[src/rtl/tcp_mem_sched.sv]
// Ring scheduler for the TCP write-memory buffers: orders generator fills
// around the ring and hands buffers to the TX controller. Retransmissions
// go first, then fresh segments in write order.
module tcp_mem_sched #(
  parameter int N_BUF = 2,
  localparam int IW = $clog2(N_BUF)
) (
  input  logic             clk,
  input  logic             rst,
  input  logic [N_BUF-1:0] buf_wr_lock_i,
  input  logic [N_BUF-1:0] buf_rd_lock_i,
  input  logic [N_BUF-1:0] buf_seq_lock_i,
  input  logic             controller_work_st_i,
  input  logic             gen_wr_req_i,
  input  logic             gen_wr_stop_i,
  output logic             gen_wr_gnt_o,
  output logic [N_BUF-1:0] wr_sel_o,
  input  logic             tx_req_i,
  input  logic             tx_stop_i,
  output logic             tx_gnt_o,
  output logic             tx_start_o,
  output logic             tx_retx_o,
  output logic [N_BUF-1:0] rd_sel_o,
  output logic [IW-1:0]    tx_idx_o
);

  localparam int CW = $clog2(N_BUF + 1);

  typedef enum logic {W_IDLE, W_BUSY} wr_state_e;
  typedef enum logic {R_IDLE, R_BUSY} rd_state_e;

  wr_state_e        wr_st_q;
  rd_state_e        rd_st_q;
  logic [IW-1:0]    wr_ptr_q;
  logic [CW-1:0]    occ_q;
  logic [CW-1:0]    sent_q;
  logic [N_BUF-1:0] prev_wr_lock_q;

  logic [IW-1:0]    old_ptr, new_ptr, retx_idx, rd_idx_d;
  logic [N_BUF-1:0] fall;
  int               n_fall;
  logic             retx_hit, fresh_hit, rd_go, fresh_go, wr_done;

  function automatic logic [IW-1:0] ring_idx(input int v);
    int m;
    m = v % N_BUF;
    return IW'(m);
  endfunction

  function automatic logic [N_BUF-1:0] onehot(input logic [IW-1:0] i);
    logic [N_BUF-1:0] r;
    r = '0;
    r[i] = 1'b1;
    return r;
  endfunction

  function automatic int popcount(input logic [N_BUF-1:0] v);
    int c;
    c = 0;
    for (int i = 0; i < N_BUF; i++) c += int'(v[i]);
    return c;
  endfunction

  // Counter update clamped to 0..N_BUF so a stray lock fall cannot wrap it.
  function automatic logic [CW-1:0] count_next(input logic [CW-1:0] c, input logic inc,
                                               input int dec);
    int v;
    v = int'(c) + int'(inc) - dec;
    if (v < 0) v = 0;
    if (v > N_BUF) v = N_BUF;
    return CW'(v);
  endfunction

  // Ring pointers, released buffers and read-candidate selection.
  always_comb begin
    logic [IW-1:0] b;
    old_ptr   = ring_idx(int'(wr_ptr_q) + N_BUF - int'(occ_q));
    new_ptr   = ring_idx(int'(old_ptr) + int'(sent_q));
    fall      = prev_wr_lock_q & ~buf_wr_lock_i;
    n_fall    = popcount(fall);
    retx_hit  = 1'b0;
    retx_idx  = '0;
    b         = '0;
    for (int k = 0; k < N_BUF; k++) begin
      b = ring_idx(int'(old_ptr) + k);
      if (!retx_hit && (k < int'(sent_q)) && buf_wr_lock_i[b] && !buf_rd_lock_i[b] &&
          buf_seq_lock_i[b]) begin
        retx_hit = 1'b1;
        retx_idx = b;
      end
    end
    fresh_hit = (sent_q < occ_q) && buf_wr_lock_i[new_ptr];
    rd_go     = controller_work_st_i && tx_req_i && (rd_st_q == R_IDLE) &&
                (retx_hit || fresh_hit);
    fresh_go  = rd_go && !retx_hit;
    rd_idx_d  = retx_hit ? retx_idx : new_ptr;
    wr_done   = (wr_st_q == W_BUSY) && gen_wr_stop_i;
  end

  // Write FSM: grant the buffer at wr_ptr, advance the ring when the fill ends.
  always_ff @(posedge clk) begin
    if (rst) begin
      wr_st_q      <= W_IDLE;
      wr_ptr_q     <= '0;
      gen_wr_gnt_o <= 1'b0;
      wr_sel_o     <= '0;
    end else begin
      case (wr_st_q)
        W_IDLE: begin
          if (gen_wr_req_i && (occ_q < CW'(N_BUF)) && !buf_wr_lock_i[wr_ptr_q]) begin
            wr_st_q      <= W_BUSY;
            gen_wr_gnt_o <= 1'b1;
            wr_sel_o     <= onehot(wr_ptr_q);
          end
        end
        W_BUSY: begin
          if (gen_wr_stop_i) begin
            wr_st_q      <= W_IDLE;
            gen_wr_gnt_o <= 1'b0;
            wr_sel_o     <= '0;
            wr_ptr_q     <= ring_idx(int'(wr_ptr_q) + 1);
          end
        end
        default: wr_st_q <= W_IDLE;
      endcase
    end
  end

  // Read FSM: one-cycle start pulse on grant, release on read-complete.
  always_ff @(posedge clk) begin
    if (rst || !controller_work_st_i) begin
      rd_st_q    <= R_IDLE;
      tx_gnt_o   <= 1'b0;
      tx_start_o <= 1'b0;
      tx_retx_o  <= 1'b0;
      rd_sel_o   <= '0;
      tx_idx_o   <= '0;
    end else begin
      case (rd_st_q)
        R_IDLE: begin
          if (rd_go) begin
            rd_st_q    <= R_BUSY;
            tx_gnt_o   <= 1'b1;
            tx_start_o <= 1'b1;
            tx_retx_o  <= retx_hit;
            rd_sel_o   <= onehot(rd_idx_d);
            tx_idx_o   <= rd_idx_d;
          end
        end
        R_BUSY: begin
          tx_start_o <= 1'b0;
          if (tx_stop_i) begin
            rd_st_q   <= R_IDLE;
            tx_gnt_o  <= 1'b0;
            tx_retx_o <= 1'b0;
            rd_sel_o  <= '0;
            tx_idx_o  <= '0;
          end
        end
        default: rd_st_q <= R_IDLE;
      endcase
    end
  end

  // Occupancy and sent counters; a controller drop forgets all send history.
  always_ff @(posedge clk) begin
    if (rst) begin
      occ_q          <= '0;
      sent_q         <= '0;
      prev_wr_lock_q <= '0;
    end else begin
      prev_wr_lock_q <= buf_wr_lock_i;
      occ_q          <= count_next(occ_q, wr_done, n_fall);
      sent_q         <= controller_work_st_i ? count_next(sent_q, fresh_go, n_fall) : '0;
    end
  end

endmodule

[config.mk]
export PLATFORM = sky130hd
export DESIGN_NAME = tcp_mem_sched
export DESIGN_NICKNAME = d
export VERILOG_FILES = /design/src/rtl/tcp_mem_sched.sv
export SDC_FILE = /design/constraint.sdc
export NUM_CORES = 1
export LEC_CHECK = 0
export CORE_ASPECT_RATIO = 0.75
export CORE_MARGIN = 2
export CORE_UTILIZATION = 49
export DETAILED_ROUTE_END_ITERATION = 8
export GPL_ROUTABILITY_DRIVEN = 0
export PLACE_DENSITY = 0.78
export SLEW_MARGIN = 5
export SYNTH_ARGS = -nofsm -noshare
export SYNTH_HDL_FRONTEND = slang
export SYNTH_SLANG_ARGS = --single-unit
[constraint.sdc]
create_clock -name clk -period 3.8 [get_ports clk]
set_input_delay 0.38 -clock clk [delete_from_list [all_inputs] [get_ports clk]]
set_output_delay 0.38 -clock clk [all_outputs]
set_load 0.05 [all_outputs]
# == Word-level counts from Yosys, hierarchy flattened ==
# Cells that the tools add are included.
# word_totals
register_bits,18
inputBits,13
elab_cells,134
output_inout_bits,9
# classes
muxes,54
bitwise_logic,5
n_addsub,10
eq_ne,4
magnitude_cmp,15
reduce_logical,31
# ops
operator,count
$mux W32,4
$gt A32 B3 Y1 const B,2
$mux W1,33
$logic_and A1 B1 Y1,17
$pmux W1 S2,7
$mux W2,6
$lt A1 B2 Y1 const B,5
$lt A4 B1 Y1 const B,2
$ne A2 B2 Y1 const B,4
$pmux W2 S2,2
$sub A3 B2 Y4,2
$add A2 B1 Y3,2
$logic_not A1 Y1,6
$reduce_and A2 Y1,3
$lt A1 B2 Y1 const A,2
$reduce_or A2 Y1,2
$add A1 B1 Y1 const B,3
$not A1 Y1,3
$reduce_or A3 Y1,1
$add A1 B1 Y2,1
$and A2 B2 Y2,1
$demux W1 S1,2
$ge A1 B1 Y1 const B,2
$logic_or A1 B1 Y1,2
other kinds (5),5

# == Longest topological paths before layout ==
# Gate-level depths: netlist of the first run.
# logic_depth
ltp_word,24
ltp_mapped,13
mapped_depth_nobuf,13

# == Worst setup path after synthesis of the first run ==
# Ideal clock, no wire load.
# synth_path
path_kind,register to register
start,reg wr_ptr_q
end,reg sent_q[0]
arrival_ps,2676
stages_incl_launch_ff,13
required_ps,3722
setup_time_ps,78
period_less_slack_ps,2753
path_buffers,0
slack_ps,1047
path_cell_list,dfxtp_1 -> xnor3_1 -> mux2i_1 -> nor4_2 -> nand4_1 -> ha_1 -> inv_1 -> ha_1 -> fa_1 -> xnor2_1 -> nor2_1 -> nand2_1 -> nor3_1
# synth_via
elab_chain_cells,24
elab_cells_between_ends,42
classes_between,add/sub: 6; order compare: 2; mux: 18; reduce/logical: 16
# synth_rtl
item,line_no,source
start: declaration,34,logic [IW-1:0] wr_ptr_q;
start signal: assignment,121,wr_ptr_q <= ring_idx(int'(wr_ptr_q) + 1);
$add A1 B1 Y1 (*),77,old_ptr = ring_idx(int'(wr_ptr_q) + N_BUF - int'(occ_q));
$sub A1 B1 Y1 (*),77,
$mux W1 (implied by the code) (2 in series),86,if (!retx_hit && (k < int'(sent_q)) && buf_wr_lock_i[b] && !buf_rd_lock_i[b] &&
$logic_and A1 B1 Y1 / $logic_not A1 Y1 (equally long branches),86,
$logic_and A1 B1 Y1 (2 in series),86,
$mux W1,86,
$logic_not A1 Y1,86,
$logic_and A1 B1 Y1 (4 in series),86,
[3 not listed],--,
$logic_and A1 B1 Y1 (*),95,fresh_go = rd_go && !retx_hit;
$add A2 B1 Y3 (*),68,v = int'(c) + int'(inc) - dec;
$sub A3 B2 Y4 (*),68,
$lt A4 B1 Y1,69,if (v < 0) v = 0;
$mux W32 (*),69,
$mux W32 (*),167,if (rst) begin
$gt A32 B3 Y1,70,if (v > N_BUF) v = N_BUF;
$reduce_or A3 Y1 (no line),--,
end signal: assignment,174,"sent_q <= controller_work_st_i ? count_next(sent_q, fresh_go, n_fall) : '0;"
end: declaration,36,logic [CW-1:0] sent_q;
# Mark *: on every way between the ends. The rest lies on a longest branch, timed or not. The select of a mux whose other input is x is not followed.
# A chain may end at the register's enable or synchronous reset.

# == Final worst setup path of the first run ==
# Ends and elaborated chain as after synthesis.

==> results of run 1 <==
## how the worst min path moves through the flow
stage                  from           end  slack, ps  cells past startpoint
6_report       gen_wr_gnt_o  gen_wr_gnt_o        460                      2
3_3_place_gp   gen_wr_gnt_o  gen_wr_gnt_o        440                      2
5_1_grt         rd_sel_o[0]   rd_sel_o[0]        500                      2
2_1_floorplan       wr_st_q       wr_st_q        460                      2
4_1_cts        gen_wr_gnt_o  gen_wr_gnt_o        470                      2
3_5_place_dp   gen_wr_gnt_o  gen_wr_gnt_o        450                      2
## stage by stage
step	utilization	hold WS, ps	total power (W)
2_1_floorplan	-	462	0.000332
6_report	0.638	464	0.000479
3_5_place_dp	0.624	454	0.000380
5_1_grt	0.638	499	0.000514
4_1_cts	0.638	468	0.000481
3_3_place_gp	0.624	443	0.000374
## registers in the layout (all words and copies together), names as in the netlist, 2 cells and up
register / cells
wr_sel_o: 2
rd_sel_o: 2
prev_wr_lock_q: 2
occ_q: 2
sent_q: 2
## cell type report
class	instances	area, µm²
fill	169	711
multi-input combinational	80	611
timing repair buffer	21	210
clock buffer	4	26.3
tap	24	30.0
inverter	9	33.8
sequential	17	340
## power by group through the flow
stage / Clock (W) / Sequential, W / Combinational [W]
after floorplan: 0 / 0.000227 / 0.000104
after global placement: 0 / 0.000215 / 0.000159
after detailed placement: 0 / 0.000216 / 0.000165
after CTS: 0.000102 / 0.000212 / 0.000167
after global routing: 0.000111 / 0.000215 / 0.000189
final: 0.000103 / 0.000211 / 0.000165
## Yosys cell counts
master and count:
nor2_2 1, mux2i_1 3, o21ai_0 1, xnor3_1 1
nand2_1 8, nor3_1 4, nand3_1 6, and2_1 1
fa_1 4, nand4_1 1, and3b_1 2, a21boi_0 1
nand3b_1 1, o22ai_1 1, dfxtp_1 17, buf_4 1
and2b_2 1, xor2_1 2, nor4_2 1, a22oi_1 1
ha_1 8, a21oi_1 8, nand4b_1 2, o21a_1 1
a31oi_1 3, clkbuf_1 1, nand2b_1 4, or2_2 1
nor2_1 6, xnor2_1 2, or3b_1 1, nor2b_1 4
inv_1 9
## per-layer routing
metal,GRT usage,part of all wire,vias up
li1,-,-,416
met1,0.269,0.50,383
met2,0.275,0.44,20
met3,0.0518,0.049,4
met4,0.0429,0.0094,0
met5,0,0,-
## cells by family (layout without fill, tap and decap cells)
group / count (synthesis) / in the layout / synth area share
AO/OA/AOI/OAI: 16 / 16 / 0.0930
XOR/XNOR: 5 / 5 / 0.0578
adder cells (fa/ha/maj): 12 / 12 / 0.181
buffers and inverters: 11 / 34 / 0.0452
flip-flops: 17 / 17 / 0.342
multiplexers: 3 / 3 / 0.0302
AND/OR/NAND/NOR: 44 / 44 / 0.251
## layout by cell type (no fill, tap or decap), drive strengths merged, types with 2 or more instances in the layout
master / netlist / final
clkdlybuf4s50: 0 / 21
dfxtp: 17 / 17
inv: 9 / 9
nand2: 8 / 8
a21oi: 8 / 8
ha: 8 / 8
nor2: 7 / 7
nand3: 6 / 6
nor2b: 4 / 4
nor3: 4 / 4
nand2b: 4 / 4
fa: 4 / 4
clkbuf: 1 / 4
mux2i: 3 / 3
a31oi: 3 / 3
xor2: 2 / 2
and3b: 2 / 2
xnor2: 2 / 2
nand4b: 2 / 2
## worst register-to-register path, cell delays in order (launching register included)
cell and delay [ps]:
dfxtp_1 450, xnor3_1 440, mux2i_1 140, nor4_2 390, nand4_1 180, ha_1 310
inv_1 40, ha_1 200, fa_1 380, xnor2_1 140, nor2_1 130, nand2_1 70
nor3_1 110
==> flow_summary.yaml, run 1 <==
synth:
  yosysWarnings: 0
  synthDistinctLibCells: 33
  synthTopCellsByArea: "dfxtp_1 34%, ha_1 10%, fa_1 8.0%"
  yosysSeqAreaShare: 0.342
  syn_area_per_cell_um2: 9.22
  yosys_register_bits: 17
  synth_top_area_cell: "dfxtp_1"
  synth.top_cell.area_share: 0.342
  netlist_area_um2: 996
  synth_cells: 108
  syn-num-nets: 133
power_and_ir_drop:
  power_frac_seq: 0.441
  clockPowerShare: 0.214
  p_sw_w: 0.000168
  p_per_area_mw_per_mm2: 383
  irDropWorstVdd_uv: 248
  leakage_nw: 0.503
  p_int_w: 0.000312
  power_switching_share: 0.350
  power_frac_comb: 0.345
clocking:
  clk_pin_slew_ps: 110
  cts_buffers: 3
  clk_path_buf_depth: 2
  htree_num_levels: 1
  cts_hold_buf: 0
  cts_root_buf: "clkbuf_4"
  post_cts_resized: 0
  cts_tree: "built"
  numClockSinks: 17
  postCtsSetupRepairBufs: 0
  clk_latency_ps: 300
finish:
  design_area_mm2: 0.00125
  area_delta_synth_final_pct: 25.6
  drive_gt1_frac: 0.0534
  nNetsFinal: 157
  final_cells: 155
  diodes: 0
timing:
  relSlewSlack: 0.659
  fin_crit_sh: 0.804
  clock_skew_ps: 4.79
  fin_tns_setup_ps: 0
  max_freq_mhz: 327
  worstMarginPinSlew_ps: 511
  rsz0062_at_grt: "false"
  drv_slew: 0
  hold_viol: 0
  finalSetupViolCount: 0
  fin_ws_ps: 743
  min_period_ps: 3060
min_path:
  hold_path.class: "register to register"
worst_setup_path:
  rr_endpoint: "sent_q[0]"
  regToRegStartpoint: "wr_ptr_q"
  ff2ff_path_depth: 12
  crit_family: "adder cells"
  cp_slowest_stage_delay_ps: 450
  crit_path_end: "sent_q[0]"
  cp_slowest_cell: "dfxtp_1"
  crit_chain: "xnor3_1, mux2i_1, nor4_2, nand4_1, ha_1, inv_1, ha_1, fa_1, xnor2_1, nor2_1, nand2_1, nor3_1"
  endpoint_kind: "register"
  startpoint: "wr_ptr_q"
  critPathRequiredTime_ps: 4030
  path_max_fanout: 5
  worst_ep_arrival_time_ps: 3280
  r2r_slack_ps: 740
  worstSetupPathType: "register to register"
  cp_common_cell: "ha_1"
  worst-path-stages: 12
  startpoint_type: "register"
  path_buf_inv: 1
global_routing:
  grt_max_degree: 12
  grt-ovfl-total: 0
  grt_pass1_vias: 764
  grt_pass1_wl_um: 3460
  antenna_found_initial: 0
  grt_use_total: 0.186
job:
  drv_cap: 0
floorplanning:
  initial_utilization: 0.508
  die_w_um: 56.1
  die_y_um: 43.0
  coreArea_mm2: 0.00196
  io_pins: 22
  rows: 14
  dieArea_mm2: 0.00241
route:
  drt_first_pass_iters: 4
  via_per_inst: 5.31
  vias: 823
  route.detailed.drc: 0
  first_iter_violations: 20
  wl_per_cell_um: 13.1
  drt-total-wl_um: 2030
  ant_nets: 0
placed_design:
  dp_hpwl_um: 1600
  dpl_cell_area_mm2: 0.00122
  dp.cells: 151
  port_buffers: 21
  dp_slack_ps: 775
status:
  status: "finished, final reports clean"
No activity file was read; power rests on OpenSTA's default activity.
==> inputs of run 2 (changes only) <==
--- a/config.mk
+++ b/config.mk
@@ -7,10 +7,10 @@
 export LEC_CHECK = 0
 export CORE_ASPECT_RATIO = 0.75
 export CORE_MARGIN = 2
-export CORE_UTILIZATION = 49
+export CORE_UTILIZATION = 44
 export DETAILED_ROUTE_END_ITERATION = 8
 export GPL_ROUTABILITY_DRIVEN = 0
-export PLACE_DENSITY = 0.78
+export PLACE_DENSITY = 0.74
 export SLEW_MARGIN = 5
 export SYNTH_ARGS = -nofsm -noshare
 export SYNTH_HDL_FRONTEND = slang
==> constraint.sdc (replaced) <==
create_clock -name clk -period 2.75 [get_ports clk]
set_input_delay 0.275 -clock clk [delete_from_list [all_inputs] [get_ports clk]]
set_output_delay 0.275 -clock clk [all_outputs]
set_load 0.05 [all_outputs]
==> run 2 against run 1 <==
The run now ends with DRC left; critical endpoint is now sent_q[1]; setup slack got worse by 680 ps; worst hold slack got worse by 2.9 ps; sequential power rose by 34%; routed wire length rose by 11%; combinational power rose by 76%; sequential share of layout area fell by 2.0 points.
==> flow_summary.yaml, run 2 (synthesis results as in run 1) <==
power_and_ir_drop:
  p_sw_w: 0.000240
  p_int_w: 0.000463
  irDropWorstVdd_uv: 303
  power_frac_comb: 0.413
  leakage_nw: 0.557
  p_per_area_mw_per_mm2: 517
  power_frac_seq: 0.401
  total_power_w: 0.000703
  clockPowerShare: 0.186
  power_switching_share: 0.342
timing:
  drv_slew: 0
  hold_viol: 0
  rsz0062_at_grt: "true"
  min_period_ps: 2680
  fin_crit_sh: 0.975
  max_freq_mhz: 373
  fin_ws_ps: 67.8
  clock_skew_ps: 4.41
  finalSetupViolCount: 0
  relSlewSlack: 0.649
  worstMarginPinSlew_ps: 525
floorplanning:
  coreArea_mm2: 0.00207
  io_pins: 22
  die_y_um: 45.2
  initial_utilization: 0.482
  dieArea_mm2: 0.00266
  die_w_um: 58.9
  rows: 14
min_path:
  hold_depth: 2
  hold_path.startpoint: "gen_wr_gnt_o"
  min_delay_worst_endpoint: "gen_wr_gnt_o"
  hold_path.class: "register to register"
clocking:
  numClockSinks: 17
  cts_root_buf: "clkbuf_4"
  cts_tree: "built"
  clk_path_buf_depth: 2
  clk_pin_slew_ps: 90
  htree_num_levels: 1
  cts_buffers: 3
  clk_latency_ps: 290
finish:
  design_area_mm2: 0.00136
  area_delta_synth_final_pct: 36.4
  seq_area_um2: 343
  nNetsFinal: 166
  diodes: 0
  drive_gt1_frac: 0.171
  final_common_cell: "clkdlybuf4s50_1"
  multi_input_area_um2: 648
  mostFrequentLayoutCells: "21 x clkdlybuf4s50_1, 15 x dfxtp_1, 9 x inv_1, 9 x buf_4, 8 x a21oi_1"
  fill_cells: 167
worst_setup_path:
  crit_chain: "xnor3_1, mux2i_1, nor4_2, nand4_1, ha_1, inv_1, ha_4, fa_2, nor2_4, nor3_1"
  r2r_slack_ps: 70
  critPathRequiredTime_ps: 2960
  rr_endpoint: "sent_q[1]"
  ff2ff_path_depth: 10
  cp_slowest_cell: "fa_2"
  regToRegStartpoint: "occ_q[0]"
  path_max_fanout: 2
  startpoint_type: "register"
  worstSetupPathType: "register to register"
  cp_slowest_stage_delay_ps: 550
  endpoint_kind: "register"
  worst_ep_arrival_time_ps: 2890
job:
  drv_cap: 0
route:
  first_iter_violations: 21
  vias: 875
  drt_first_pass_iters: 6
  ant_nets: 0
  wl_per_cell_um: 13.7
  route.detailed.drc: 2
  via_per_inst: 5.34
  drt-total-wl_um: 2250
placed_design:
  dpl_cell_area_mm2: 0.00129
  port_buffers: 21
  dp_hpwl_um: 1850
  dp_slack_ps: -97.7
status:
  violations: "DRC"
  status: "complete, but fails checks"
global_routing:
  grt_max_degree: 12
  grt_pass1_wl_um: 3860
  grt_pass1_vias: 884
  antenna_found_initial: 0
  grt-ovfl-total: 0
  grt_use_total: 0.197
[run 2: critical path, delay by kind of cell, from the launching register on]
kind	cells	cell delay (ps)
DFF	1	350
buffers and inverters	1	60
muxes	1	150
xor gates and xnor gates	1	400
adders and majority gates	3	1020
and+or+nand+nor	4	630
[run 2: layout make-up]
cell class	instances	share of cell area
multi-input combinational	80	0.477
clock buffer	4	0.0193
sequential	17	0.252
timing repair buffer	30	0.204
inverter	9	0.0249
tap	24	0.0221
[run 2: worst max-delay path by stage]
stage | from | end | slack, ps
2_1_floorplan | wr_ptr_q | sent_q[0] | 30
3_3_place_gp | buf_wr_lock_i[0] | sent_q[0] | -9
3_5_place_dp | buf_wr_lock_i[1] | sent_q[0] | -100
4_1_cts | wr_ptr_q | sent_q[0] | 8
5_1_grt | occ_q[0] | sent_q[0] | -90
6_report | occ_q[0] | sent_q[1] | 70
[run 2: metrics by stage]
| stage | cells | TNS [ps] | hold WS [ps] | utilization |
|---|---|---|---|---|
| final | 164 | 0 | 461 | 0.657 |
| after floorplan | 108 | 0 | 403 | - |
| after detailed placement | 159 | -164 | 451 | 0.622 |
| after global routing | 164 | -168 | 484 | 0.657 |
| after CTS | 164 | 0 | 464 | 0.640 |
| after global placement | 159 | -13.2 | 444 | 0.622 |
[run 2: layer usage]
layer | global-route usage | routed length, µm | up-vias
li1 | - | - | 436
met1 | 0.244 | 1030 | 425
met2 | 0.331 | 1120 | 10
met3 | 0.0602 | 69 | 4
met4 | 0.0591 | 36 | 0
met5 | 0 | 0 | -
[run 2: power groups by stage]
stage                     registers, W  logic, W  clock network [W]
after floorplan               0.000315  0.000144                  0
after global placement        0.000285  0.000255                  0
after detailed placement      0.000287  0.000267                  0
after CTS                     0.000281  0.000273           0.000137
after global routing          0.000284  0.000329           0.000142
final                         0.000282  0.000290           0.000131
[run 2: repair_timing]
item                       in CTS  in global routing
setup buffers                   1                  0
gates resized for setup         1                  8
setup endpoints to repair       2                  2
hold buffers                    0                  0
pin swaps                       3                  5
==> inputs of run 3 (changes only) <==
--- a/config.mk
+++ b/config.mk
@@ -9,7 +9,6 @@
 export CORE_MARGIN = 2
 export CORE_UTILIZATION = 44
 export DETAILED_ROUTE_END_ITERATION = 8
-export GPL_ROUTABILITY_DRIVEN = 0
 export PLACE_DENSITY = 0.74
 export SLEW_MARGIN = 5
 export SYNTH_ARGS = -nofsm -noshare
==> results of run 3 <==
The final DEF is identical to that of run 2; final timing and power are the same.
